$ cat config.mk
export PLATFORM = sky130hd
export DESIGN_NAME = pipe_stage_ctrl
export DESIGN_NICKNAME = d
export VERILOG_FILES = /design/src/rtl/pipe_stage_ctrl_pkg.sv /design/src/rtl/pipe_perf_cnt.sv /design/src/rtl/pipe_stage_ctrl.sv
export SDC_FILE = /design/constraint.sdc
export NUM_CORES = 1
export LEC_CHECK = 0
export CORE_MARGIN = 2
export CORE_UTILIZATION = 33
export DETAILED_ROUTE_END_ITERATION = 8
export DONT_BUFFER_PORTS = 1
export GPL_TIMING_DRIVEN = 0
export HOLD_SLACK_MARGIN = 0.08
export MAX_ROUTING_LAYER = met4
export PLACE_DENSITY_LB_ADDON = 0.25
export SETUP_SLACK_MARGIN = 0.05
export SLEW_MARGIN = 20
export SYNTH_ARGS = -nofsm -noshare
export SYNTH_HDL_FRONTEND = slang
export SYNTH_SLANG_ARGS = --single-unit
$ cat constraint.sdc
create_clock -name clk -period 2.44 [get_ports clk]
set_input_delay 0.244 -clock clk [delete_from_list [all_inputs] [get_ports clk]]
set_output_delay 0.244 -clock clk [all_outputs]
set_load 0.01 [all_outputs]
$ cat src/rtl/pipe_stage_ctrl_pkg.sv
// Shared definitions for the 5-stage pipeline control slice.
package pipe_stage_ctrl_pkg;

    localparam int unsigned NSTAGE = 5;

    typedef enum logic [2:0] {
        ST_IF  = 3'd0,
        ST_ID  = 3'd1,
        ST_EX  = 3'd2,
        ST_MEM = 3'd3,
        ST_WB  = 3'd4
    } StageIdx;

    // Number of instructions killed in one cycle (0..2)
    function automatic logic [1:0] kill_cnt(input logic a, input logic b);
        return {1'b0, a} + {1'b0, b};
    endfunction

endpackage

$ cat src/rtl/pipe_perf_cnt.sv
// Three wrapping performance counters: stall cycles, flushed instructions, retirements.
module pipe_perf_cnt #(
    parameter int unsigned CNT_W = 32
) (
    input  logic             clk,
    input  logic             rst,
    input  logic             stall_inc,
    input  logic [1:0]       flush_inc,
    input  logic             retire_inc,
    output logic [CNT_W-1:0] stall_cycles,
    output logic [CNT_W-1:0] flush_count,
    output logic [CNT_W-1:0] retired
);

    logic [CNT_W-1:0] stall_q, flush_q, retired_q;

    // Counter state; additions wrap naturally at 2^CNT_W
    always_ff @(posedge clk or posedge rst) begin
        if (rst) begin
            stall_q   <= '0;
            flush_q   <= '0;
            retired_q <= '0;
        end else begin
            stall_q   <= stall_q + CNT_W'(stall_inc);
            flush_q   <= flush_q + CNT_W'(flush_inc);
            retired_q <= retired_q + CNT_W'(retire_inc);
        end
    end

    assign stall_cycles = stall_q;
    assign flush_count  = flush_q;
    assign retired      = retired_q;

endmodule

$ cat src/rtl/pipe_stage_ctrl.sv
// Pipeline valid/allowin/write-enable control for IF, ID, EX, MEM, WB.
// Optional performance counters are built when PIPE_PERF_EN is defined.
module pipe_stage_ctrl
    import pipe_stage_ctrl_pkg::*;
#(
    parameter int unsigned CNT_W = 32
) (
    input  logic              clk,
    input  logic              rst,
    input  logic              fetch_valid_i,
    input  logic              id_stall_i,
    input  logic              ex_flush_i,
    input  logic              id_flush_i,
    input  logic              ex_busy_i,
    input  logic              mem_busy_i,
    output logic [NSTAGE-1:0] stage_valid_o,
    output logic [NSTAGE-1:0] stage_we_o,
    output logic              pc_we_o,
    output logic              retire_o,
    output logic [CNT_W-1:0]  stall_cycles_o,
    output logic [CNT_W-1:0]  flush_count_o,
    output logic [CNT_W-1:0]  retired_o
);

    logic [NSTAGE-1:0] vld_q, vld_d;
    logic              ex_pend_q, ex_pend_d;
    logic              id_pend_q, id_pend_d;

    // Separate scalars keep the allowin chain free of self-referencing vectors
    logic aw_if, aw_id, aw_ex, aw_mem;
    logic tn_if, tn_id, tn_ex, tn_mem;
    logic ex_apply, id_apply;

    // Allowin chain from WB back to IF, then stage transfer conditions
    always_comb begin
        aw_mem = ~vld_q[ST_MEM] | ~mem_busy_i;
        aw_ex  = ~vld_q[ST_EX]  | (~ex_busy_i & aw_mem);
        aw_id  = ~vld_q[ST_ID]  | (~id_stall_i & aw_ex);
        aw_if  = ~vld_q[ST_IF]  | (fetch_valid_i & aw_id);

        tn_if  = vld_q[ST_IF]  & fetch_valid_i & aw_id;
        tn_id  = vld_q[ST_ID]  & ~id_stall_i   & aw_ex;
        tn_ex  = vld_q[ST_EX]  & ~ex_busy_i    & aw_mem;
        tn_mem = vld_q[ST_MEM] & ~mem_busy_i;

        // A flush that arrives while the target stage is blocked waits in its pending bit
        ex_apply = (ex_flush_i | ex_pend_q) & aw_ex;
        id_apply = (id_flush_i | id_pend_q) & aw_id;
    end

    // Next valid bits and pending flush bits; flush beats transfer beats hold
    always_comb begin
        vld_d = vld_q;
        if (aw_if) begin
            vld_d[ST_IF] = fetch_valid_i;
        end else if (id_apply) begin
            vld_d[ST_IF] = 1'b0;
        end
        if (aw_id) begin
            vld_d[ST_ID] = id_apply ? 1'b0 : tn_if;
        end
        if (aw_ex) begin
            vld_d[ST_EX] = ex_apply ? 1'b0 : tn_id;
        end
        if (aw_mem) begin
            vld_d[ST_MEM] = tn_ex;
        end
        vld_d[ST_WB] = tn_mem;

        ex_pend_d = aw_ex ? 1'b0 : (ex_pend_q | ex_flush_i);
        id_pend_d = aw_id ? 1'b0 : (id_pend_q | id_flush_i);
    end

    // Stage valid and pending flush registers
    always_ff @(posedge clk or posedge rst) begin
        if (rst) begin
            vld_q     <= '0;
            ex_pend_q <= 1'b0;
            id_pend_q <= 1'b0;
        end else begin
            vld_q     <= vld_d;
            ex_pend_q <= ex_pend_d;
            id_pend_q <= id_pend_d;
        end
    end

    // Pipeline register write enables and status outputs
    always_comb begin
        stage_we_o         = '0;
        stage_we_o[ST_IF]  = aw_if;
        stage_we_o[ST_ID]  = aw_id & tn_if & ~id_apply;
        stage_we_o[ST_EX]  = aw_ex & tn_id & ~ex_apply;
        stage_we_o[ST_MEM] = aw_mem & tn_ex;
        stage_we_o[ST_WB]  = tn_mem;
        pc_we_o            = aw_if;
        stage_valid_o      = vld_q;
        retire_o           = vld_q[ST_WB];
    end

`ifdef PIPE_PERF_EN
    pipe_perf_cnt #(
        .CNT_W(CNT_W)
    ) u_perf (
        .clk          (clk),
        .rst          (rst),
        .stall_inc    (vld_q[ST_ID] & id_stall_i),
        .flush_inc    (kill_cnt(id_apply & vld_q[ST_IF], ex_apply & tn_id)),
        .retire_inc   (vld_q[ST_WB]),
        .stall_cycles (stall_cycles_o),
        .flush_count  (flush_count_o),
        .retired      (retired_o)
    );
`else
    assign stall_cycles_o = '0;
    assign flush_count_o  = '0;
    assign retired_o      = '0;
`endif

endmodule

==> impl_metrics.tcl, run 1 <==
set metrics [dict create \
    status "completed" \
    rsz0062_at_grt "no" \
    htree_num_levels 1 \
    grt_pass1_wl_um 1952 \
    fmax_ghz 0.5803 \
    final_area_sq_um 1515 \
    p_switching_uw 164.7 \
    wl_per_cell_um 6.018 \
    combPwrFrac 0.477 \
    min_from "mem_busy_i" \
    ant_nets 0 \
    syn-instance-count 130 \
    clkLatencyLatePin_ns 0.25 \
    clock_skew_ns 0.006172 \
    maxSlewViolCount 0 \
    p_seq_frac 0.299 \
    crit_required_ns 2.20 \
    fp-row-count 20 \
    drtIter0Drc 11 \
    yosysWarnings 0 \
    grt_antenna_before_repair 0 \
    period_share 0.7062 \
    crit_arrival_ns 1.48 \
    synth-xor-area-share 0 \
    cts_hold_buffers 2 \
    ys_ff_latch 7 \
    finalCriticalPeriod_ns 1.723 \
    hp-class "input pin to register" \
    synth_fa_ha_area_frac 0 \
    vias_per_cell 2.582 \
    clockPowerShare 0.224 \
    io_pins 116 \
    peakVddDrop_v 0.0002250 \
    endpoint_kind "output pin" \
    yosysSeqAreaShare 0.1657 \
    total_power_uw 470.5 \
    firstDrtPassIters 4 \
    p_leak_nw 1.044 \
    dpl.hpwl_um 1592 \
    die_x_um 60.60 \
    diodes 0 \
    initial_core_util 0.3463 \
    die_y_um 60.60 \
    cts_root_buffer "clkbuf_4" \
    cp_max_fo 5 \
    critPathLaunch "stage_valid_o[3]" \
    final_nets 240 \
    synth_simple_gate_area_frac 0.07101 \
    power.density_nw_per_um2 310.5 \
    post_cts_resized 0 \
    fin_cells 275 \
    crit_path_start_kind "register" \
    hold_viol 0 \
    drive_above_1_share 0.4502 \
    timing.rr.start "stage_valid_o[3]" \
    drv_cap 0 \
    drt-total-wl_um 1655 \
    io_buffers 0 \
    dp.cells 269 \
    clk_path_buf_depth 2 \
    grt_max_degree 8 \
    grt_pass1_vias 432 \
    path_class "register to output pin" \
    p_sw_frac 0.3500 \
    post_cts_buffers 0 \
    syn_area_sq_um 1057 \
    num_vias 710 \
    synth_top_family_by_area "buffers and inverters" \
    place_area_sq_um 1469 \
    cts_tree "done" \
    coreArea_sq_um 3053 \
    synthMuxAreaShare 0 \
    n_fill_cell 326 \
    setup_viol 0 \
    syn2layout_area_growth_pct 43.31 \
    grt.overflow.total 0 \
    synth.avg_cell_area_sq_um 8.133 \
    routabilityCongestion 0.6717 \
    p_int_uw 305.9 \
    remaining_drc_errors 0 \
    cts.clk_slew.worst_paths_ns 0.05 \
    synth-compound-area-share 0.04615 \
    cts_buffers 3 \
    setup_tns_ns 0 \
    synthDistinctLibCells 17 \
    cts.sinks 7 \
    fp.dieArea_sq_um 3672 \
    grt_usage 0.07598 \
]
## worst max-delay path: stages, from the launching register on
cell and delay [ns]:
dfrtp_1 0.45, a211o_1 0.29, o211ai_2 0.12, a21bo_1 0.22, buf_4 0.14
## cell usage after synthesis, drive strengths merged
master | instances | area share
a21oi | 2 | 0.0095
and2 | 1 | 0.0059
inv | 1 | 0.0035
a21o | 1 | 0.0071
nand3 | 1 | 0.0047
nor2 | 6 | 0.021
nand2b | 1 | 0.0059
conb | 1 | 0.0035
and2b | 1 | 0.0071
a211o | 1 | 0.0083
nand2 | 2 | 0.0071
nor2b | 2 | 0.012
dfrtp | 7 | 0.17
a21bo | 1 | 0.0095
o211ai | 1 | 0.012
nand3b | 1 | 0.0071
buf | 100 | 0.71
## cell families (layout without fill, tap and decap cells)
family	Yosys count	in the layout
simple gates	15	15
compound gates	6	6
other cells	1	96
flops	7	7
buf+inv	101	107
## path summary, 6_finish.rpt
| kind | slack, ns | cells after the start | endpoint |
|---|---|---|---|
| hold reg to reg | 0.49 | 2 | ex_pend_q |
| hold / removal | 0.12 | 1 | stage_valid_o[3] |
| min in group asynchronous | 0.36 | 2 | id_pend_q |
| setup / recovery | 0.72 | 4 | stage_we_o[0] |
| setup reg to reg | 1.35 | 3 | stage_valid_o[0] |
| max in group asynchronous | 1.85 | 2 | ex_pend_q |
## placed cells by master, fill, tap and decap left out
cell type      count
nand3_1            1
a21oi_1            2
and2b_1            1
clkbuf_1           1
a21o_1             1
inv_1              1
conb_1            96
buf_4            100
a211o_1            1
nand2_1            2
nor2_1             6
dlygate4sd3_1      2
nor2b_1            2
and2_1             1
a21bo_1            1
dfrtp_1            7
clkbuf_4           3
o211ai_2           1
nand3b_1           1
nand2b_1           1
## through the flow
step	worst slack [ns]	hold WS (ns)	utilization
after floorplan	1.076	0.04740	-
after global placement	0.9813	0.08802	0.4811
after detailed placement	0.9737	0.09389	0.4811
after CTS	0.6971	0.1092	0.4963
after global routing	0.6433	0.1107	0.4963
final	0.7168	0.1179	0.4963
## power by group through the flow
stage                     clock, mW  combinational [mW]  sequential (mW)
after CTS                     0.112               0.218            0.141
after global placement            0               0.215            0.143
after detailed placement          0               0.215            0.143
after floorplan                   0               0.210            0.139
after global routing          0.119               0.247            0.143
final                         0.105               0.225            0.140
## metal layers
metal,vias up,share of wire,track usage
met5,-,0,-
met1,240,0.34,0.08583
met3,0,0.20,0.04051
met2,65,0.46,0.1183
met4,0,0,0.01863
li1,405,-,-
## flip-flops by register name, summed over array words and instances (netlist names)
name / flops
ex_pend_q: 1
stage_valid_o: 5
id_pend_q: 1
## area by class of cell
class	count	area, sq um	area share
plain buffers	100	750.7	0.4955
clock buffers	4	26.28	0.01734
inverters	1	3.754	0.002477
multi-input cells	117	484.2	0.3196
flip-flops and latches	7	175.2	0.1156
well taps	44	55.05	0.03633
repair buffers	2	20.02	0.01321
Note: power is estimated with default switching activity, not from simulation.
==> run 2: changes to the inputs <==
==> constraint.sdc (replaced) <==
create_clock -name clk -period 1.4 [get_ports clk]
set_input_delay 0.14 -clock clk [delete_from_list [all_inputs] [get_ports clk]]
set_output_delay 0.14 -clock clk [all_outputs]
set_load 0.01 [all_outputs]
==> impl_metrics.tcl, run 2 (synthesis gave the netlist of run 1 again) <==
set metrics [dict create \
    drv_cap 0 \
    p_int_uw 548.5 \
    io_buffers 0 \
    peakVddDrop_v 0.0004052 \
    firstDrtPassIters 4 \
    clock_skew_ns 0.008121 \
    cp_top_family "compound AO/OA/AOI/OAI gates" \
    drt-total-wl_um 1687 \
    cts_tree "done" \
    combPwrFrac 0.488 \
    cpMaxStageDelayCell "dfrtp_2" \
    rsz0062_at_grt "yes" \
    final_nets 244 \
    clkLatencyLatePin_ns 0.25 \
    cp_max_fo 5 \
    final_cell_mix "buf_4, conb_1, nor2_1, dfrtp_1, dlygate4sd3_1" \
    cts.clk_slew.worst_paths_ns 0.05 \
    io_pins 116 \
    grt.overflow.total 0 \
    die_x_um 60.60 \
    finalCriticalPeriod_ns 1.550 \
    clockPowerShare 0.221 \
    grt_usage 0.08051 \
    vias_per_cell 2.652 \
    maxSlewViolCount 0 \
    cts_buffers 3 \
    hold_viol 0 \
    layout_commonest_cell "buf_4" \
    hold_ws_ns 0.01348 \
    die_y_um 60.60 \
    p_seq_frac 0.292 \
    endpoint_kind "output pin" \
    remaining_drc_errors 0 \
    syn2layout_area_growth_pct 48.40 \
    fp.dieArea_sq_um 3672 \
    grt_pass1_vias 469 \
    routabilityCongestion 0.6717 \
    fmax_ghz 0.6451 \
    htree_num_levels 1 \
    crit_path_start_kind "register" \
    hp-class "input pin to register" \
    wl_per_cell_um 6.047 \
    setup_viol 3 \
    largest_register_ffs 5 \
    drtIter0Drc 16 \
    grt_pass1_wl_um 2083 \
    diodes 0 \
    cts.sinks 7 \
    initial_core_util 0.3463 \
    grt_max_degree 8 \
    status "complete, but fails checks" \
    path_class "register to output pin" \
    dpl.hpwl_um 1592 \
    coreArea_sq_um 3053 \
    ant_nets 0 \
    p_switching_uw 293.5 \
    p_sw_frac 0.3485 \
    cp_slowest_stage_delay_ns 0.45 \
    pre_cts_ws_ns 0.03770 \
    clk_path_buf_depth 2 \
    path_buf_inv 1 \
    power.density_nw_per_um2 536.6 \
    setup_tns_ns -0.2337 \
    setup_slack_ns -0.1502 \
    num_vias 740 \
    grt_antenna_before_repair 0 \
    crit_required_ns 1.26 \
    drive_above_1_share 0.4681 \
    p_leak_nw 1.071 \
    failed_checks "negative setup slack" \
    fp-row-count 20 \
    period_share 1.107 \
    path_cells "a211o_1 -> o211ai_2 -> a21bo_2 -> buf_6" \
    cts_root_buffer "clkbuf_4" \
    cts_hold_buffers 5 \
    fin_util 0.5139 \
    crit_arrival_ns 1.41 \
]
## run 2: cell count changes in the layout (fill, tap and decap cells not counted), sizes merged
cell / change
buf: +1
dlygate4sd3: +3
## run 2: layout make-up
cell class                      instances  area, sq um
Buffer                                100        754.5
Clock buffer                            4        26.28
Tap cell                               44        55.05
Fill cell                             321         1484
Inverter                                1        3.754
Sequential cell                         7        176.4
Timing Repair Buffer                    6        57.56
Multi-Input combinational cell        117        495.5
## run 2: layer usage
metal  GRT usage  part of all wire  up-vias  wire (um)
li1            -                 -      412          -
met1     0.08843              0.33      262        559
met2      0.1290              0.47       66        790
met3     0.04264              0.20        0        337
met4     0.01863                 0        0          0
met5           -                 0        -          0
## run 2: power groups by stage
stage	Sequential (mW)	Combinational [mW]	Clock (mW)
detailed placement	0.249	0.375	0
global placement	0.249	0.374	0
floorplan	0.242	0.366	0
CTS	0.246	0.396	0.194
finish	0.246	0.411	0.186
global route	0.250	0.451	0.207
## run 2: worst reg2reg max path, stage by stage (launching register included)
cell and delay (ns):
dfrtp_2 0.45, nor2b_1 0.16, dlygate4sd3_1 0.55
## run 2: worst paths after layout
path                                        from                to  slack, ns  cells past startpoint
worst max-delay path            stage_valid_o[3]     stage_we_o[0]      -0.15                      4
worst min-delay path                  mem_busy_i  stage_valid_o[3]       0.01                      1
worst max register to register  stage_valid_o[3]  stage_valid_o[4]       0.13                      2
worst min register to register         ex_pend_q         ex_pend_q       0.49                      2
max in group asynchronous                    rst  stage_valid_o[3]       0.90                      2
min in group asynchronous                    rst         id_pend_q       0.26                      2
## run 2: repair_timing
item / in CTS / in global routing
hold endpoints to repair: 13 / 1
pin swaps: 1 / 0
resized for setup: 5 / 2
buffers inserted: 1 / 0
endpoints found under the setup margin: 4 / 5
## run 2: per-stage QoR
stage	power (mW)	cells	cell area, sq um
finish	0.8420	279	1569
global route	0.9082	279	1569
CTS	0.8370	279	1567
detailed placement	0.6241	269	1469
global placement	0.6230	269	1469
floorplan	0.6085	225	1414
